===== config.mk =====
export PLATFORM = sky130hd
export DESIGN_NAME = conv_acc_tree
export DESIGN_NICKNAME = d
export VERILOG_FILES = /design/src/rtl/conv_pkg.sv /design/src/rtl/conv_align_lane.sv /design/src/rtl/conv_acc_tree.sv
export SDC_FILE = /design/constraint.sdc
export NUM_CORES = 2
export LEC_CHECK = 0
export ABC_AREA = 1
export CORE_ASPECT_RATIO = 1.2
export CORE_MARGIN = 2
export CORE_UTILIZATION = 35
export DETAILED_ROUTE_END_ITERATION = 16
export SLEW_MARGIN = 20
export SYNTH_ARGS = -nofsm -noshare
export SYNTH_HDL_FRONTEND = slang
export SYNTH_SLANG_ARGS = --single-unit

===== constraint.sdc =====
create_clock -name clk -period 38.9 [get_ports clk]
set_clock_uncertainty 0.05 [all_clocks]
set_input_delay 3.89 -clock clk [delete_from_list [all_inputs] [get_ports clk]]
set_output_delay 3.89 -clock clk [all_outputs]
set_load 0.005 [all_outputs]

===== src/rtl/conv_pkg.sv =====
`default_nettype none
// +--------------------------------------------------------------------+
// | conv_pkg : shared widths and types for the conv accumulation tree  |
// | Rev 1.0                                                            |
// +--------------------------------------------------------------------+
package conv_pkg;
   localparam int EXP_SIZE    = 5;
   localparam int MANT_SIZE   = 10;
   localparam int KERNEL_SIZE = 3;
   localparam int NUM_TAPS    = KERNEL_SIZE * KERNEL_SIZE;
   localparam int SUM_GROWTH  = 4;
   localparam int EXP_W       = EXP_SIZE + 1;
   localparam int PROD_W      = 2 * MANT_SIZE + 1;
   localparam int ACC_W       = PROD_W + SUM_GROWTH + 1;

   typedef logic [PROD_W-1:0] prod_mag_t;
   typedef logic [EXP_W-1:0]  prod_exp_t;
   typedef logic [ACC_W-1:0]  acc_t;

   function automatic prod_exp_t exp_max(input prod_exp_t a, input prod_exp_t b);
      return (a > b) ? a : b;
   endfunction
endpackage
`default_nettype wire


===== src/rtl/conv_align_lane.sv =====
`default_nettype none
// +--------------------------------------------------------------------+
// | conv_align_lane : align one product to emax, clamp, apply sign     |
// | Optional: CONV_ACC_FLUSH_ZERO_EN zeroes lanes with exponent 0      |
// | Rev 1.0                                                            |
// +--------------------------------------------------------------------+
module conv_align_lane
   import conv_pkg::*;
(
   input  prod_exp_t i_emax,
   input  prod_mag_t i_mag,
   input  logic      i_sign,
   input  prod_exp_t i_exp,
   output acc_t      o_aligned
);
   prod_exp_t w_dist;
   prod_mag_t w_shifted;
   acc_t      w_ext;
   logic      w_kill;

   always_comb begin
      w_dist = i_emax - i_exp;
`ifdef CONV_ACC_FLUSH_ZERO_EN
      w_kill = (i_exp == '0);
`else
      w_kill = 1'b0;
`endif
      // Shifts of the full product width or more leave nothing behind
      if (w_kill || (w_dist >= prod_exp_t'(PROD_W)))
         w_shifted = '0;
      else
         w_shifted = i_mag >> w_dist;
      w_ext     = {{(ACC_W-PROD_W){1'b0}}, w_shifted};
      o_aligned = i_sign ? (-w_ext) : w_ext;
   end
endmodule
`default_nettype wire


===== src/rtl/conv_acc_tree.sv =====
`default_nettype none
// +--------------------------------------------------------------------+
// | conv_acc_tree : 9-lane align + 4-stage adder tree, valid/ready     |
// | Optional: CONV_ACC_FLUSH_ZERO_EN (see conv_align_lane)             |
// | Rev 1.0                                                            |
// +--------------------------------------------------------------------+
module conv_acc_tree #(
   parameter int EXP_SIZE    = conv_pkg::EXP_SIZE,
   parameter int MANT_SIZE   = conv_pkg::MANT_SIZE,
   parameter int KERNEL_SIZE = conv_pkg::KERNEL_SIZE,
   parameter int SUM_GROWTH  = conv_pkg::SUM_GROWTH
) (
   input  logic                                                clk,
   input  logic                                                rst,
   input  logic                                                in_valid,
   output logic                                                in_ready,
   input  logic [KERNEL_SIZE*KERNEL_SIZE*(2*MANT_SIZE+1)-1:0]  p_mag,
   input  logic [KERNEL_SIZE*KERNEL_SIZE-1:0]                  p_sign,
   input  logic [KERNEL_SIZE*KERNEL_SIZE*(EXP_SIZE+1)-1:0]     p_exp,
   output logic                                                out_valid,
   input  logic                                                out_ready,
   output logic                                                sum_sign,
   output logic [2*MANT_SIZE+SUM_GROWTH:0]                     sum_mag,
   output logic [EXP_SIZE:0]                                   sum_exp
);
   import conv_pkg::*;

   logic                w_advance;

   prod_mag_t           r_s1_mag [NUM_TAPS];
   prod_exp_t           r_s1_exp [NUM_TAPS];
   logic [NUM_TAPS-1:0] r_s1_sign;
   logic                r_s1_valid;
   prod_exp_t           w_lvl1 [4];
   prod_exp_t           w_lvl2 [2];
   prod_exp_t           w_emax;

   acc_t                w_aligned [NUM_TAPS];
   acc_t                r_s2_acc  [NUM_TAPS];
   prod_exp_t           r_s2_emax;
   logic                r_s2_valid;

   acc_t                w_part    [3];
   acc_t                r_s3_part [3];
   prod_exp_t           r_s3_emax;
   logic                r_s3_valid;

   acc_t                w_sum;
   logic [ACC_W-2:0]    w_abs;
   logic                r_out_valid;
   logic                r_sum_sign;
   logic [ACC_W-2:0]    r_sum_mag;
   prod_exp_t           r_sum_exp;

   // Every stage, bubbles included, moves only when the output slot frees up
   assign w_advance = !r_out_valid || out_ready;
   assign in_ready  = w_advance;

   always_comb begin
      for (int n = 0; n < 4; n++)
         w_lvl1[n] = exp_max(r_s1_exp[2*n], r_s1_exp[2*n+1]);
      w_lvl2[0] = exp_max(w_lvl1[0], w_lvl1[1]);
      w_lvl2[1] = exp_max(w_lvl1[2], w_lvl1[3]);
      w_emax    = exp_max(exp_max(w_lvl2[0], w_lvl2[1]), r_s1_exp[NUM_TAPS-1]);
   end

   generate
      for (genvar g = 0; g < NUM_TAPS; g++) begin : g_lane
         conv_align_lane u_lane (
            .i_emax    (w_emax),
            .i_mag     (r_s1_mag[g]),
            .i_sign    (r_s1_sign[g]),
            .i_exp     (r_s1_exp[g]),
            .o_aligned (w_aligned[g])
         );
      end
      for (genvar g = 0; g < 3; g++) begin : g_group
         assign w_part[g] = r_s2_acc[3*g] + r_s2_acc[3*g+1] + r_s2_acc[3*g+2];
      end
   endgenerate

   assign w_sum = r_s3_part[0] + r_s3_part[1] + r_s3_part[2];
   assign w_abs = w_sum[ACC_W-1] ? (ACC_W-1)'(-w_sum) : w_sum[ACC_W-2:0];

   always_ff @(posedge clk) begin
      if (rst) begin
         r_s1_valid  <= 1'b0;
         r_s2_valid  <= 1'b0;
         r_s3_valid  <= 1'b0;
         r_out_valid <= 1'b0;
         r_sum_sign  <= 1'b0;
         r_sum_mag   <= '0;
         r_sum_exp   <= '0;
      end else if (w_advance) begin
         r_s1_valid <= in_valid;
         for (int n = 0; n < NUM_TAPS; n++) begin
            r_s1_mag[n] <= p_mag[n*PROD_W +: PROD_W];
            r_s1_exp[n] <= p_exp[n*EXP_W +: EXP_W];
         end
         r_s1_sign <= p_sign;

         r_s2_valid <= r_s1_valid;
         r_s2_acc   <= w_aligned;
         r_s2_emax  <= w_emax;

         r_s3_valid <= r_s2_valid;
         r_s3_part  <= w_part;
         r_s3_emax  <= r_s2_emax;

         r_out_valid <= r_s3_valid;
         r_sum_sign  <= w_sum[ACC_W-1];
         r_sum_mag   <= w_abs;
         r_sum_exp   <= r_s3_emax;
      end
   end

   assign out_valid = r_out_valid;
   assign sum_sign  = r_sum_sign;
   assign sum_mag   = r_sum_mag;
   assign sum_exp   = r_sum_exp;
endmodule
`default_nettype wire


==> flow_metrics.tcl <==
set metrics [dict create \
    r2r_cells 43 \
    crit_fanout 23 \
    setup_viol 0 \
    fin_area_um2 49680 \
    drv_slew 0 \
    ys_types 61 \
    finalHoldViolations 0 \
    grt_pass1_wl_um 184200 \
    r2r_slack_ns 27.61 \
    setup_slack_ns 27.61 \
    critical-path-max-stage-delay_ns 1.33 \
    yosys.area.top_type "edfxtp_1" \
    post_cts_buffers 0 \
    cp.arrival_ns 11.66 \
    cts_tree "yes" \
    top_usage_layer "met2" \
    cp_common_cell "o21ai_0" \
    status "finished, final reports clean" \
    grt_max_degree 157 \
    clockBufferDepth 3 \
    htreeDepth 3 \
    gp_congestion 0.9048 \
    clk_pin_slew_ns 0.07 \
    yosysSeqAreaShare 0.4193 \
    cts-resized-gates 0 \
    post-route-min-period_ns 11.29 \
    yosysTopAreaCellShare 0.4025 \
    area_growth_syn_to_layout_pct 15.62 \
    clock_latency_ns 0.68 \
    vias 34460 \
    min-delay-start "r_s2_emax[2]" \
    ys_top_cells_by_area "edfxtp_1, nand2_1, o21ai_0" \
    grt_use_total 0.1885 \
    wl_um 119200 \
    rsz0062_at_grt "false" \
    wl_per_cell_um 17.11 \
    drc 0 \
    ys_ff_latch 612 \
    die_h_um 387.8 \
    grt_use_met2 0.3337 \
    fin_tns_setup_ns 0 \
    numCtsBuffers 70 \
    regToRegStartpoint "r_s1_exp[0][14]" \
    fmax_mhz 88.57 \
    cts_sinks 612 \
    slew_headroom 0.2705 \
    overflow 0 \
    die_width_um 323.9 \
    async_flop_share 0 \
    whs_path_depth 0 \
    placed_area_um2 47390 \
    ant_nets 0 \
    diodes 0 \
    start_util 0.3535 \
    drtIter0Drc 2499 \
    ys.warnings.count 0 \
    cp_top_family "compound AO/OA/AOI/OAI gates" \
    dieArea_um2 125600 \
    hp-class "register to register" \
    clockRootBuffer "clkbuf_16" \
    antenna_found_initial 3 \
    layout-drive-gt1-share 0.04855 \
    cp_num_buf_inv 4 \
    num_rows 140 \
    final_core_util 0.4087 \
    gr-usage-met1 0.2413 \
    cap_violations 0 \
    dp.final_hpwl_um 95660 \
    layout.nets 5847 \
    reg2reg_to "r_s2_acc[18]" \
    synth_area_um2 42970 \
    critPathSlowestCell "fa_1" \
    port_buffers 289 \
    avgSynthCellArea_um2 8.463 \
    syn_nets 5644 \
    required_ns 39.27 \
    hold_path_end "r_s3_emax[2]" \
    path_class "register to register" \
    cts_hold_buf 0 \
    ios 290 \
    met3_usage 0.02141 \
    firstDrtPassIters 6 \
    core_um2 121600 \
    cp-start-kind "register" \
    synth-edff-count 576 \
    first_global_vias 33330 \
    syn-instance-count 5077 \
    tightest_slew_ns 1.089 \
    yosys_most_used_dff "edfxtp_1" \
    vias_per_cell 4.946 \
    min_period_over_period 0.2902 \
    cp-end-kind "register" \
    dpl_worst_slack_ns 27.65 \
]
[how the worst max path moves through the flow]
stage / startpoint / slack, ns / cells after the start / end
floorplan: out_ready / 8.26 / 7 / sum_mag[5]
global placement: r_s1_exp[0][14] / 27.77 / 43 / r_s2_acc[18]
detailed placement: r_s1_exp[0][14] / 27.65 / 42 / r_s2_acc[21]
CTS: r_s1_exp[0][14] / 27.64 / 43 / r_s2_acc[18]
global route: r_s1_exp[0][14] / 26.29 / 45 / r_s2_acc[18]
finish: r_s1_exp[0][14] / 27.61 / 43 / r_s2_acc[18]
[cell usage after synthesis (7+ instances only)]
cell type / number
o211ai_1: 62
o21ai_0: 572
nor2_1: 442
mux2i_1: 72
xnor2_1: 83
o41ai_1: 18
a211oi_1: 19
nand4_1: 57
inv_2: 7
o21bai_1: 17
nor3_1: 60
nand2_2: 23
buf_1: 21
o31ai_1: 14
a31oi_1: 19
xor2_1: 170
nor2_2: 14
fa_1: 113
nand2_1: 1240
nand3_1: 210
buf_6: 11
ha_1: 198
dfxtp_1: 36
or2_2: 36
inv_1: 468
a21o_1: 8
o221ai_1: 7
o21ai_1: 26
clkbuf_1: 134
edfxtp_1: 576
buf_2: 22
a21oi_1: 220
nand3b_1: 29
[through the flow]
| stage | hold slack, ns | cells |
|---|---|---|
| after floorplan | 0.3503 | 5077 |
| after global placement | 0.3553 | 6841 |
| after detailed placement | 0.3652 | 6841 |
| after CTS | 0.3717 | 6968 |
| after global routing | 0.3905 | 6968 |
| final | 0.3647 | 6968 |
[cells in the final DEF (no fill, tap or decap), types with 17 or more instances in the layout]
| cell type | synthesis | final |
|---|---|---|
| o21ai_0 | 572 | 567 |
| a31oi_1 | 19 | 19 |
| inv_1 | 468 | 468 |
| nand2_1 | 1240 | 1240 |
| edfxtp_1 | 576 | 576 |
| nor3_1 | 60 | 60 |
| o41ai_1 | 18 | 18 |
| xor2_1 | 170 | 168 |
| xnor2_1 | 83 | 77 |
| a21oi_1 | 220 | 220 |
| o21ai_1 | 26 | 31 |
| a211oi_1 | 19 | 19 |
| nand4_1 | 57 | 57 |
| nor2_1 | 442 | 440 |
| nand2_2 | 23 | 23 |
| ha_1 | 198 | 196 |
| clkbuf_16 | 0 | 72 |
| nand3b_1 | 29 | 29 |
| o21bai_1 | 17 | 17 |
| o211ai_1 | 62 | 62 |
| mux2i_1 | 72 | 72 |
| fa_1 | 113 | 113 |
| dfxtp_1 | 36 | 36 |
| clkdlybuf4s50_1 | 0 | 289 |
| buf_4 | 6 | 35 |
| nand3_1 | 210 | 210 |
| or2_2 | 36 | 36 |
[metal layers]
layer  up-vias  share of wire
li1      17630              -
met1     16020           0.44
met2       688           0.50
met3       127          0.036
met4         0          0.019
met5         -              0
[state kept, by name (all words and copies together), names as in the netlist, 6 cells and up]
name and count:
sum_exp 6, r_s3_emax 6, sum_mag 25, r_s3_part 78, r_s2_acc 234, r_s1_sign 9
r_s1_mag 189, r_s1_exp 54, r_s2_emax 6
[cells by family after synthesis]
logic type / share of synthesized area
and+or+nand+nor: 0.2069
buffers and inverters: 0.06179
xor gates and xnor gates: 0.05195
AOI/OAI and AO/OA: 0.1314
muxes: 0.01834
adders and majority gates: 0.1103
DFF: 0.4193
[layout make-up]
cell class                 count  area [um^2]
tap                         1633         2043
fill                       12160        71890
clock buffer                  86         1864
multi-input combinational   3793        22370
sequential                   612        18020
inverter                     478         1794
timing repair buffer         325         3176
clock inverter                41        414.1
Power is not shown: default switching activity piles up to over one toggle a cycle in this logic, so the estimate is an artifact.
